==> config.mk <==
export PLATFORM = sky130hd
export DESIGN_NAME = uart_receiver
export DESIGN_NICKNAME = d
export VERILOG_FILES = /design/src/rtl/uart_receiver.sv
export SDC_FILE = /design/constraint.sdc
export NUM_CORES = 1
export LEC_CHECK = 0
export CORE_MARGIN = 2
export CORE_UTILIZATION = 45
export DETAILED_ROUTE_END_ITERATION = 10
export PLACE_DENSITY = 0.64
export SETUP_SLACK_MARGIN = 0.15
export SYNTH_ARGS = -nofsm -noshare
export SYNTH_HDL_FRONTEND = slang
export SYNTH_SLANG_ARGS = --single-unit
==> constraint.sdc <==
create_clock -name clk -period 3.55 [get_ports clk]
set_input_delay 0.355 -clock clk [delete_from_list [all_inputs] [get_ports clk]]
set_output_delay 0.355 -clock clk [all_outputs]
set_load 0.05 [all_outputs]
==> src/rtl/uart_receiver.sv <==
`default_nettype none
// ============================================================================
//  Module      : uart_receiver
//  Description : Receive side of the 7-bit UART link. It recovers frames made
//                of a start bit (0), DATA_BITS data bits sent LSB first, one
//                parity bit and a stop bit (1). The serial line is
//                synchronised, a falling edge arms the receiver, and every bit
//                is sampled at its middle. Each completed frame produces the
//                data word, a one-cycle valid strobe and parity/framing flags.
//  Ports       : clk        - rising-edge clock
//                rst        - synchronous, active-high reset
//                din        - serial line, idle high, asynchronous to clk
//                p_s        - parity select: 1 = even, 0 = odd
//                dout       - last received data word
//                valid      - one-cycle pulse when dout/flags are updated
//                parity_err - parity mismatch on the frame flagged by valid
//                frame_err  - stop bit sampled low on the frame flagged by valid
//                busy       - high from start confirmation to stop-bit sample
//  Revision    : 1.0 - initial release
// ============================================================================
module uart_receiver #(
    parameter int CLKS_PER_BIT = 16,
    parameter int DATA_BITS    = 7
) (
    input  logic                 clk,
    input  logic                 rst,
    input  logic                 din,
    input  logic                 p_s,
    output logic [DATA_BITS-1:0] dout,
    output logic                 valid,
    output logic                 parity_err,
    output logic                 frame_err,
    output logic                 busy
);

    localparam int CW = (CLKS_PER_BIT > 1) ? $clog2(CLKS_PER_BIT) : 1;
    localparam int IW = (DATA_BITS > 1) ? $clog2(DATA_BITS) : 1;

    // Terminal counts: half a bit (to reach mid start bit) and a full bit.
    localparam logic [CW-1:0] c_HALF_LAST = CW'(CLKS_PER_BIT / 2 - 1);
    localparam logic [CW-1:0] c_BIT_LAST  = CW'(CLKS_PER_BIT - 1);
    localparam logic [IW-1:0] c_IDX_LAST  = IW'(DATA_BITS - 1);

    typedef enum logic [2:0] {
        S_IDLE   = 3'd0,
        S_START  = 3'd1,
        S_DATA   = 3'd2,
        S_PARITY = 3'd3,
        S_STOP   = 3'd4
    } state_t;

    state_t                 r_state;
    logic                   r_sync1;
    logic                   r_rx;
    logic                   r_rx_d;
    logic [CW-1:0]          r_baud;
    logic [IW-1:0]          r_idx;
    logic [DATA_BITS-1:0]   r_data;
    logic                   r_par;
    logic                   r_ps;
    logic                   w_exp_par;

    // Two-flop synchroniser plus one delay flop for falling-edge detection.
    // All flops reset to 1 so a reset never looks like a start edge.
    always_ff @(posedge clk) begin
        if (rst) begin
            r_sync1 <= 1'b1;
            r_rx    <= 1'b1;
            r_rx_d  <= 1'b1;
        end else begin
            r_sync1 <= din;
            r_rx    <= r_sync1;
            r_rx_d  <= r_rx;
        end
    end

    // Parity bit the transmitter should have sent for the captured word,
    // using the parity mode frozen at start confirmation.
    assign w_exp_par = r_ps ? (^r_data) : ~(^r_data);

    always_ff @(posedge clk) begin
        if (rst) begin
            r_state    <= S_IDLE;
            r_baud     <= '0;
            r_idx      <= '0;
            r_data     <= '0;
            r_par      <= 1'b0;
            r_ps       <= 1'b0;
            dout       <= '0;
            valid      <= 1'b0;
            parity_err <= 1'b0;
            frame_err  <= 1'b0;
            busy       <= 1'b0;
        end else begin
            valid <= 1'b0;
            case (r_state)
                S_IDLE: begin
                    // Edge-triggered arming: a line stuck low cannot re-arm.
                    if (r_rx_d && !r_rx) begin
                        r_baud  <= '0;
                        r_state <= S_START;
                    end
                end

                S_START: begin
                    if (r_baud == c_HALF_LAST) begin
                        if (!r_rx) begin
                            busy    <= 1'b1;
                            r_ps    <= p_s;
                            r_baud  <= '0;
                            r_idx   <= '0;
                            r_state <= S_DATA;
                        end else begin
                            // Line went back high before mid start bit: glitch.
                            r_state <= S_IDLE;
                        end
                    end else begin
                        r_baud <= r_baud + 1'b1;
                    end
                end

                S_DATA: begin
                    if (r_baud == c_BIT_LAST) begin
                        r_baud        <= '0;
                        r_data[r_idx] <= r_rx;
                        if (r_idx == c_IDX_LAST) begin
                            r_state <= S_PARITY;
                        end else begin
                            r_idx <= r_idx + 1'b1;
                        end
                    end else begin
                        r_baud <= r_baud + 1'b1;
                    end
                end

                S_PARITY: begin
                    if (r_baud == c_BIT_LAST) begin
                        r_baud  <= '0;
                        r_par   <= r_rx;
                        r_state <= S_STOP;
                    end else begin
                        r_baud <= r_baud + 1'b1;
                    end
                end

                S_STOP: begin
                    // Returning to IDLE at mid stop bit leaves half a bit of
                    // margin for a back-to-back start edge.
                    if (r_baud == c_BIT_LAST) begin
                        r_baud     <= '0;
                        dout       <= r_data;
                        valid      <= 1'b1;
                        parity_err <= (r_par != w_exp_par);
                        frame_err  <= ~r_rx;
                        busy       <= 1'b0;
                        r_state    <= S_IDLE;
                    end else begin
                        r_baud <= r_baud + 1'b1;
                    end
                end

                default: begin
                    r_state <= S_IDLE;
                end
            endcase
        end
    end

endmodule
`default_nettype wire
==> metrics.md <==
| Metric | Value |
|---|---|
| Setup CP Type | `reg2reg` |
| Routed length per instance | `12.4 um` |
| Syn avg cell area | `approximately 9.1 um^2` |
| TritonCTS Buffers | `5` |
| Post-synth EDFFs | `0` |
| Slew Limit Fails | `0` |
| Max cap viols | `0` |
| Share of layout cells above drive strength 1 | `between 10% and 20%` |
| RePlAce Congestion | `0.819` |
| Largest cells by area after synthesis | `dfxtp_1 42%, mux2i_1 6.9%, nor2_1 5.2%` |
| Mapped Cells | `around 170` |
| Tcrit/Tclk final | `approximately 58%` |
| Largest net degree at the start of global routing | `34` |
| Die area | `roughly 4000 um^2` |
| First-pass GRT wire length | `4.86 mm` |
| Logic pwr share | `2.9%` |
| Cts repair resizes | `0` |
| Die W | `roughly 63 um` |
| Crit-path max FO | `11` |
| Commonest non-fill, non-tap cells in the layout | `33 x dfxtp_1, 22 x nor2_1, 20 x nand2_1, 16 x a21oi_1, 14 x clkdlybuf4s50_1` |
| Register area share after synthesis | `approximately two fifths` |
| Crit start category | `register` |
| Internal power | `about 0.46 mW` |
| Synth warnings | `0` |
| Total power | `around 0.6 mW` |
| Vias per inst | `5.30` |
| Initial antenna violation count | `0` |
| Placed insts | `223` |
| Setup Buffers After CTS | `0` |
| Port Buffer Count | `14` |
| Period minus WS final | `between 2 and 2.5 ns` |
| Worst min-delay path class | `reg2reg` |
| Top cell type by total area after synthesis | `dfxtp_1` |
| I/O pins | `15` |
| Yosys reg bits | `33` |
| GRT Residual Overflow | `0` |
| Core ar. | `3360 um^2` |
| Row count | `21` |
| Layout Cells excl Fill | `roughly 230` |
| Hold Violations, Final | `0` |
| Relative slew slack | `24.8%` |
| Pwr dens | `340 nW/um^2` |
| CTS Hold Buffers Added | `0` |
| Vias in the first global route | `~1,100` |
| CTS sink cnt | `33` |
| CTS clk-pin slew, worst paths | `0.10 ns` |
| Ant. Diodes | `0` |
| Hpwl dp | `between 1.5 and 2 mm` |
| Pre-Repair DR Iteration Count | `4` |
| Fill cells | `around 350` |
| Fmax | `between 400 and 500 MHz` |
| Sequential power share | `62.7%` |
| Critical path data arrival time | `approximately 2.3 ns` |
| GRT Util Overall | `~16%` |
| Static Leak | `0.624 nW` |
| Mapped cell area | `1590 um^2` |
| Clock skew | `approximately 0.0082 ns` |
| Initial core utilization | `47.2%` |
| CTS H-tree depth | `2` |
| Die height | `approximately 63 um` |
| Clock Path Buffers | `2` |
| Final setup viols | `0` |
| WL final | `roughly 2.9 mm` |
| Net switching power | `0.144 mW` |
| Post-route setup TNS | `0 ns` |
| Final #Nets | `approximately 190` |
| Net Sw Frac | `24.0%` |
| CTS tree | `done` |
| DR DRC count | `0` |
| Power share of the clock group | `between 30% and 40%` |
| Synth top area share | `41.6%` |
| CP endpoint kind | `register` |
| Post-route ant nets | `0` |
| Vias | `1,225` |
| Root Driver | `clkbuf_4` |
| Critical Path RT | `~3.7 ns` |
| Asr flop ratio synth | `0%` |
| Status | `finished, final reports clean` |
| Leading cell type in the layout, fill and taps excluded | `dfxtp_1` |
| Hold slack | `approximately 0.42 ns` |
| Skew-Pair Late Insertion Delay | `0.34 ns` |
| Worst Max-Slew Pin Slew | `approximately 1.1 ns` |
| Post-synth cell types | `42` |
| VDD IR max | `0.186 mV` |
| 1st-iter DRT viols | `116` |
| Post-synth net total | `181` |
| RSZ-0062 raised after global routing | `no` |
| Ys flop type | `dfxtp_1` |
| P&R area growth vs syn | `11.2%` |
## synth_stat cells, drive strengths merged, types with 3 or more instances
cell type,count
a21oi,17
buf,7
clkbuf,4
dfxtp,33
ha,3
inv,4
mux2i,11
nand2,20
nand3,6
nand4b,3
nor2,23
nor3,5
o21ai,3
or2,4
xnor2,7
xor2,3
## area by class of cell
type                    count  area, um^2  share of cell area [%]
inverters                   4        15.0                   0.850
multi-input cells         126         841                    47.6
clock buffers               6        41.3                    2.34
repair buffers             14         140                    7.94
flip-flops and latches     33         661                    37.4
well taps                  46        57.6                    3.26
clock inverters             2        10.0                   0.567
## logic make-up after synthesis
logic type                 share of synthesized area [%]
adders and majority gates                           2.36
buffers and inverters                               5.44
AOI/OAI and AO/OA                                   11.5
muxes                                               6.93
xor gates and xnor gates                            5.52
and+or+nand+nor                                     26.6
DFF                                                 41.6
## state kept, by name (all words and copies together) (netlist names)
name	count
r_rx_d	1
r_rx	1
parity_err	1
r_data	7
busy	1
r_sync1	1
frame_err	1
valid	1
r_ps	1
r_par	1
r_state	3
r_idx	3
dout	7
r_baud	4
## worst max-delay path: stages (launching register included)
cell      delay [ns]
dfxtp_1         0.41
ha_1            0.26
nand3_2         0.18
nor3_2          0.52
and4bb_2        0.31
mux2i_1         0.18
nor2_1          0.05
## metal layers
layer / global-route usage [%] / part of all wire (%)
met1: 18.3 / 46
met2: 25.8 / 48
met3: 4.29 / 3.9
met4: 8.15 / 2.1
met5: 0 / 0
## path summary, 6_finish.rpt
check	startpoint	to	slack, ns	cells after the start
worst max-delay path	r_baud[0]$_SDFFE_PP0P_	r_data[4]$_SDFFE_PP0P_	1.49	6
worst min-delay path	r_sync1$_SDFF_PP1_	r_rx$_SDFF_PP1_	0.42	1
worst max register to register	r_baud[0]$_SDFFE_PP0P_	r_data[4]$_SDFFE_PP0P_	1.49	6
worst min register to register	r_sync1$_SDFF_PP1_	r_rx$_SDFF_PP1_	0.42	1
## power by group through the flow
stage	sequential [mW]	clock (mW)	combinational, mW
final	0.376	0.206	0.0175
after CTS	0.376	0.212	0.0178
after detailed placement	0.385	0	0.0177
after global routing	0.377	0.228	0.0193
after floorplan	0.382	0	0.0140
after global placement	0.385	0	0.0175
## through the flow
step	cell area, um^2	util [%]	setup slack [ns]
3_3_place_gp	1710	51.0	1.49
3_5_place_dp	1710	51.0	1.48
2_1_floorplan	1590	-	1.95
5_1_grt	1770	52.5	1.36
4_1_cts	1770	52.5	1.49
6_report	1770	52.5	1.49
No activity file was read; power rests on OpenSTA's default activity.
